===== src/rtl/apb_slave_regfile_if.sv =====
// APB3 bus bundle between a requester and apb_slave_regfile, plus the wait-state sideband.
interface apb_slave_regfile_if #(
  parameter int unsigned PADDR_SIZE = 32,
  parameter int unsigned PDATA_SIZE = 32
);
  logic                  PSEL;
  logic                  PENABLE;
  logic                  PWRITE;
  logic [PADDR_SIZE-1:0] PADDR;
  logic [PDATA_SIZE-1:0] PWDATA;
  logic [3:0]            wait_cycles;
  logic [PDATA_SIZE-1:0] PRDATA;
  logic                  PREADY;
  logic                  PSLVERR;

  modport master (
    output PSEL, PENABLE, PWRITE, PADDR, PWDATA, wait_cycles,
    input  PRDATA, PREADY, PSLVERR
  );

  modport slave (
    input  PSEL, PENABLE, PWRITE, PADDR, PWDATA, wait_cycles,
    output PRDATA, PREADY, PSLVERR
  );
endinterface


===== src/rtl/apb_slave_regfile.sv =====
// APB3 register-file responder: NUM_REGS word registers at BASE_ADDR.
// Out-of-range or misaligned accesses complete with PSLVERR.
// Optional feature macro APB_SLV_WAIT_EN: wait states loaded from wait_cycles at setup.
// Without it every transfer is zero-wait and wait_cycles is ignored.
module apb_slave_regfile #(
  parameter int unsigned          PADDR_SIZE = 32,
  parameter int unsigned          PDATA_SIZE = 32,
  parameter int unsigned          NUM_REGS   = 16,
  parameter logic [PADDR_SIZE-1:0] BASE_ADDR = '0
) (
  input logic               PCLK,
  input logic               PRESETn,
  apb_slave_regfile_if.slave apb
);

  localparam int unsigned           IdxW      = $clog2(NUM_REGS);
  localparam logic [PADDR_SIZE-1:0] SpanBytes = PADDR_SIZE'(NUM_REGS * 4);

  typedef enum logic [0:0] {StIdle, StAccess} state_e;

  state_e                r_state;
  logic                  r_write;
  logic                  r_err;
  logic [IdxW-1:0]       r_idx;
  logic [PDATA_SIZE-1:0] r_regs [NUM_REGS];
  logic [PDATA_SIZE-1:0] r_prdata;
  logic                  r_pready;
  logic                  r_pslverr;

  logic [PADDR_SIZE-1:0] w_off;
  logic                  w_err;
  logic [IdxW-1:0]       w_idx;
  logic                  w_setup;
  logic                  w_zero_wait;
  logic [PDATA_SIZE-1:0] w_rd_setup;
  logic [PDATA_SIZE-1:0] w_rd_access;

`ifdef APB_SLV_WAIT_EN
  logic [3:0] r_cnt;
  assign w_zero_wait = (apb.wait_cycles == 4'd0);
`else
  logic w_unused_wait;
  assign w_unused_wait = ^apb.wait_cycles;
  assign w_zero_wait   = 1'b1;
`endif

  // Address decode; an address below BASE_ADDR wraps to a huge offset and so reads as out of range.
  always_comb begin
    w_off = apb.PADDR - BASE_ADDR;
    w_err = (apb.PADDR[1:0] != 2'b00) || (w_off >= SpanBytes);
    w_idx = w_off[IdxW+1:2];
  end

  // Read data for the two points where PREADY can rise: straight from setup, or after the wait.
  always_comb begin
    w_setup     = apb.PSEL & ~apb.PENABLE;
    w_rd_setup  = (apb.PWRITE || w_err) ? '0 : r_regs[w_idx];
    w_rd_access = (r_write || r_err) ? '0 : r_regs[r_idx];
  end

  // Transfer FSM with registered PREADY/PRDATA/PSLVERR and the register bank itself.
  always_ff @(posedge PCLK or negedge PRESETn) begin
    if (!PRESETn) begin
      r_state   <= StIdle;
      r_write   <= 1'b0;
      r_err     <= 1'b0;
      r_idx     <= '0;
      r_prdata  <= '0;
      r_pready  <= 1'b0;
      r_pslverr <= 1'b0;
`ifdef APB_SLV_WAIT_EN
      r_cnt     <= 4'd0;
`endif
      for (int i = 0; i < NUM_REGS; i++) begin
        r_regs[i] <= '0;
      end
    end else begin
      case (r_state)
        StIdle: begin
          // PENABLE already high here is not a valid setup phase and is ignored.
          if (w_setup) begin
            r_write  <= apb.PWRITE;
            r_idx    <= w_idx;
            r_err    <= w_err;
            r_pready <= w_zero_wait;
`ifdef APB_SLV_WAIT_EN
            r_cnt    <= apb.wait_cycles;
`endif
            if (w_zero_wait) begin
              r_prdata  <= w_rd_setup;
              r_pslverr <= w_err;
            end
            r_state <= StAccess;
          end
        end
        StAccess: begin
          if (!apb.PSEL) begin
            // Requester abandoned the transfer: nothing commits.
            r_pready  <= 1'b0;
            r_pslverr <= 1'b0;
            r_state   <= StIdle;
          end else if (r_pready) begin
            if (apb.PENABLE) begin
              if (r_write && !r_err) begin
                r_regs[r_idx] <= apb.PWDATA;
              end
              r_pready  <= 1'b0;
              r_pslverr <= 1'b0;
              r_state   <= StIdle;
            end
          end else begin
`ifdef APB_SLV_WAIT_EN
            r_cnt <= r_cnt - 4'd1;
            if (r_cnt == 4'd1) begin
              r_pready  <= 1'b1;
              r_prdata  <= w_rd_access;
              r_pslverr <= r_err;
            end
`endif
          end
        end
        default: r_state <= StIdle;
      endcase
    end
  end

  assign apb.PRDATA  = r_prdata;
  assign apb.PREADY  = r_pready;
  assign apb.PSLVERR = r_pslverr;

endmodule


===== src/flat_wrapper.sv =====
// flat-port wrapper written by rule: the top's interface ports become plain ports
module apb_slave_regfile_flat 
#(
  parameter int unsigned          PADDR_SIZE = 32,
  parameter int unsigned          PDATA_SIZE = 32,
  parameter int unsigned          NUM_REGS   = 16,
  parameter logic [PADDR_SIZE-1:0] BASE_ADDR = '0
)
  (PCLK, PRESETn, apb_PSEL, apb_PENABLE, apb_PWRITE, apb_PADDR, apb_PWDATA, apb_wait_cycles, apb_PRDATA, apb_PREADY, apb_PSLVERR);
  apb_slave_regfile_if #(.PADDR_SIZE(PADDR_SIZE), .PDATA_SIZE(PDATA_SIZE)) apb_i ();
  input logic PCLK;
  input logic PRESETn;
  input wire logic [$bits(apb_i.PSEL)-1:0] apb_PSEL;
  input wire logic [$bits(apb_i.PENABLE)-1:0] apb_PENABLE;
  input wire logic [$bits(apb_i.PWRITE)-1:0] apb_PWRITE;
  input wire logic [$bits(apb_i.PADDR)-1:0] apb_PADDR;
  input wire logic [$bits(apb_i.PWDATA)-1:0] apb_PWDATA;
  input wire logic [$bits(apb_i.wait_cycles)-1:0] apb_wait_cycles;
  output wire logic [$bits(apb_i.PRDATA)-1:0] apb_PRDATA;
  output wire logic [$bits(apb_i.PREADY)-1:0] apb_PREADY;
  output wire logic [$bits(apb_i.PSLVERR)-1:0] apb_PSLVERR;
  assign apb_i.PSEL = apb_PSEL;
  assign apb_i.PENABLE = apb_PENABLE;
  assign apb_i.PWRITE = apb_PWRITE;
  assign apb_i.PADDR = apb_PADDR;
  assign apb_i.PWDATA = apb_PWDATA;
  assign apb_i.wait_cycles = apb_wait_cycles;
  assign apb_PRDATA = apb_i.PRDATA;
  assign apb_PREADY = apb_i.PREADY;
  assign apb_PSLVERR = apb_i.PSLVERR;
  apb_slave_regfile #(.PADDR_SIZE(PADDR_SIZE), .PDATA_SIZE(PDATA_SIZE), .NUM_REGS(NUM_REGS), .BASE_ADDR(BASE_ADDR)) u_core (.PCLK(PCLK), .PRESETn(PRESETn), .apb(apb_i));
endmodule

===== config.mk =====
export PLATFORM = sky130hd
export DESIGN_NAME = apb_slave_regfile_flat
export DESIGN_NICKNAME = d
export VERILOG_FILES = /design/src/rtl/apb_slave_regfile_if.sv /design/src/rtl/apb_slave_regfile.sv /design/src/flat_wrapper.sv
export SDC_FILE = /design/constraint.sdc
export NUM_CORES = 1
export LEC_CHECK = 0
export CAP_MARGIN = 0
export CORE_MARGIN = 4
export CORE_UTILIZATION = 45
export DETAILED_ROUTE_END_ITERATION = 8
export PLACE_DENSITY = 0.74
export SYNTH_ARGS = -nofsm -noshare
export SYNTH_HDL_FRONTEND = slang
export SYNTH_SLANG_ARGS = --single-unit

===== constraint.sdc =====
create_clock -name PCLK -period 2.2 [get_ports PCLK]
set_input_delay 0.33 -clock PCLK [delete_from_list [all_inputs] [get_ports PCLK]]
set_output_delay 0.33 -clock PCLK [all_outputs]
set_load 0.01 [all_outputs]

==> flow_metrics.py <==
metrics = {
    "status": {
        "outcome": "complete, but fails checks",
        "violations": "negative setup slack",
    },
    "pwr": {
        "clkPwrFrac_pct": 43.4,
        "power.leakage_nw": 15.03,
        "ir_drop_mv": 0.5927,
        "powerDensity_nw_per_um2": 696.7,
        "switching_share_pct": 23.89,
        "switchingPower_mw": 5.371,
        "intPower_mw": 17.11,
        "power_frac_comb_pct": 8.8,
        "share_seq_of_total_power_pct": 47.7,
        "finalPower_mw": 22.48,
    },
    "hold_path": {
        "worst_hold_path_type": "in2async",
    },
    "drt": {
        "dr_wl_met3_um": 5175,
        "wl_per_cell_um": 29.00,
        "dr_wl_met2_um": 36290,
        "drc": 0,
        "top_layer_used": "met5",
        "drt-pass1-iter-count": 5,
        "met1_length_um": 32110,
        "routed_via_density": 6.135,
        "drt_iter0_drc": 1499,
        "drt-total-wl_um": 76780,
        "ant_nets": 0,
        "vias": 16250,
    },
    "cells_and_area": {
        "final_cell_area_um2": 32270,
        "fin_util_pct": 58.11,
        "drive_gt1_share_pct": 46.02,
        "final_cells": 2648,
        "syn_to_final_growth_pct": 26.85,
        "nets": 1926,
    },
    "clock_tree": {
        "cts_root_buf": "clkbuf_16",
        "clockBufferDepth": 3,
        "cts_max_level": 2,
        "clk_pin_slew_ns": 0.06,
        "cts_tree": "built",
        "cts_buffers": 56,
        "cts_num_sinks": 553,
        "worstSkewPairLatency_ns": 0.62,
    },
    "critical_path": {
        "crit_arrival_ns": 2.84,
        "cp_max_fo": 8,
        "slowest_stage": "or4b_4",
        "worst_ep_required_time_ns": 2.69,
        "end_kind": "register",
        "max_stage_delay_ns": 0.59,
        "path_class": "reg2reg",
        "path_cells": "nand2_2 -> or4b_4 -> buf_12 -> nor4_4 -> buf_6 -> clkbuf_16 -> mux2_4",
        "worstSetupStartpointType": "register",
    },
    "sta": {
        "period_needed_ns": 2.347,
        "tightestPinTransition_ns": 0.7389,
        "hold_viol_final": 0,
        "hold_ws_ns": 0.1680,
        "finalCritPeriodShare_pct": 106.7,
        "setup_viol": 417,
        "rsz0062_at_grt": "true",
        "drv_slew": 0,
        "fmax_ghz": 0.4260,
        "tns_ns": -26.21,
        "max_slew_margin_pct": 50.59,
        "fin_ws_ns": -0.1473,
        "skew_ns": 0.02413,
    },
    "logic_synthesis": {
        "syn-cell-area_um2": 25440,
        "netlist_instances": 1691,
        "synth_common_cells": "553 x dfrtp_1, 477 x mux2_2, 160 x mux2i_1",
        "ys_top_cells_by_area": "dfrtp_1 54%, mux2_2 21%, mux2i_1 6.3%, mux4_2 5.8%, a22oi_1 1.8%",
        "synth-seq-cells": 553,
        "syn-mean-instance-area_um2": 15.04,
        "yosys.area.top_type": "dfrtp_1",
        "ys.flop_type": "dfrtp_1",
        "syn_nets": 1764,
        "synth_cell_types": 37,
        "yosys_warnings": 0,
        "yosysTopAreaCellShare_pct": 54.40,
        "synth_edf_count": 0,
        "yosysMostFrequentCell": "dfrtp_1",
        "synthArstFlopShare_pct": 100.0,
        "seq_area_frac_synth_pct": 54.40,
    },
    "placement": {
        "portBuffers": 102,
        "post-place-ws_ns": -0.6149,
        "gp_congestion": 0.7646,
        "hpwl_um": 39020,
        "dp_cells": 2479,
        "placed_area_um2": 27960,
    },
    "die": {
        "core_area_um2": 55520,
        "die_w_um": 245.8,
        "initial_utilization_pct": 45.81,
        "die_area_um2": 60390,
        "die_h_um": 245.8,
        "ios": 107,
        "rows": 86,
    },
    "global_route": {
        "grt_max_degree": 101,
        "gr-usage-all-layers_pct": 22.21,
        "first_global_vias": 16600,
        "grt_overflow_total": 0,
        "antenna_found_initial": 2,
        "grt_first_pass_wirelength_um": 102700,
    },
    "run": {
        "max_cap_violations": 0,
    },
}
## per-layer routing
metal / vias to the layer above / global-route usage (%)
li1: 6669 / -
met1: 8700 / 30.45
met2: 678 / 36.34
met3: 197 / 4.198
met4: 2 / 6.574
met5: - / 0
## state kept, by name (all words and copies together) (netlist names)
register and flops:
u_core.r_write 1, u_core.r_regs 512, u_core.r_idx 4, u_core.apb.PREADY 1, u_core.apb.PRDATA 32, u_core.r_state 1, u_core.r_err 1, u_core.apb.PSLVERR 1
## logic make-up after synthesis
group | count (synthesis) | share of synthesized area [%]
AO/OA/AOI/OAI | 163 | 5.509
multiplexers | 741 | 34.89
flip-flops | 553 | 54.40
AND/OR/NAND/NOR | 81 | 2.238
buffers and inverters | 153 | 2.956
## final timing paths
kind | startpoint | endpoint | slack, ns | cells after the start
worst max register to register | u_core.apb.PREADY | u_core.r_regs[398] | -0.15 | 7
min in group PCLK | apb_PADDR[5] | u_core.apb.PRDATA[23] | 0.27 | 3
max in group asynchronous | PRESETn | u_core.r_regs[166] | 1.16 | 3
worst max-delay path | u_core.apb.PREADY | u_core.r_regs[398] | -0.15 | 7
worst min register to register | u_core.r_regs[307] | u_core.r_regs[307] | 0.48 | 1
worst min-delay path | PRESETn | u_core.r_regs[280] | 0.17 | 2
## timing repair
action	in CTS	in global routing
endpoints found under the hold margin	162	0
gates cloned	12	23
pin swaps	3	3
setup endpoints to repair	356	457
setup buffers	17	13
resized for setup	59	296
hold buffers	1	0
## power groups by stage
| stage | clock [mW] | sequential [mW] | combinational [mW] |
|---|---|---|---|
| CTS | 9.85 | 10.7 | 1.84 |
| global route | 10.3 | 10.8 | 2.12 |
| finish | 9.76 | 10.7 | 1.99 |
| detailed placement | 0 | 10.9 | 1.80 |
| floorplan | 0 | 10.8 | 0.993 |
| global placement | 0 | 10.8 | 1.75 |
## final cells by class
| cell class | count | area (um2) |
|---|---|---|
| repair buffers | 255 | 3615 |
| clock inverters | 19 | 191.4 |
| clock buffers | 85 | 1702 |
| flip-flops and latches | 553 | 13840 |
| inverters | 2 | 7.507 |
| fillers | 4140 | 23260 |
| well taps | 748 | 935.9 |
| diodes | 1 | 2.502 |
| multi-input cells | 985 | 11980 |
## worst max-delay path, delay by kind of cell, from the launching register on
family | cells | cell delay (ns)
muxes | 1 | 0.31
DFF | 1 | 0.36
buffers and inverters | 3 | 0.58
and+or+nand+nor | 3 | 0.97
## placed cells by master, fill, tap and decap left out, types with 40 or more instances in the layout
cell and instances:
mux2_4 282, nand2_1 40, mux2i_1 160, dfrtp_1 553
buf_12 60, clkdlybuf4s50_1 97, mux4_2 65, a22oi_1 62
clkbuf_16 78, mux2_2 220
No activity file was read; power rests on OpenSTA's default activity.
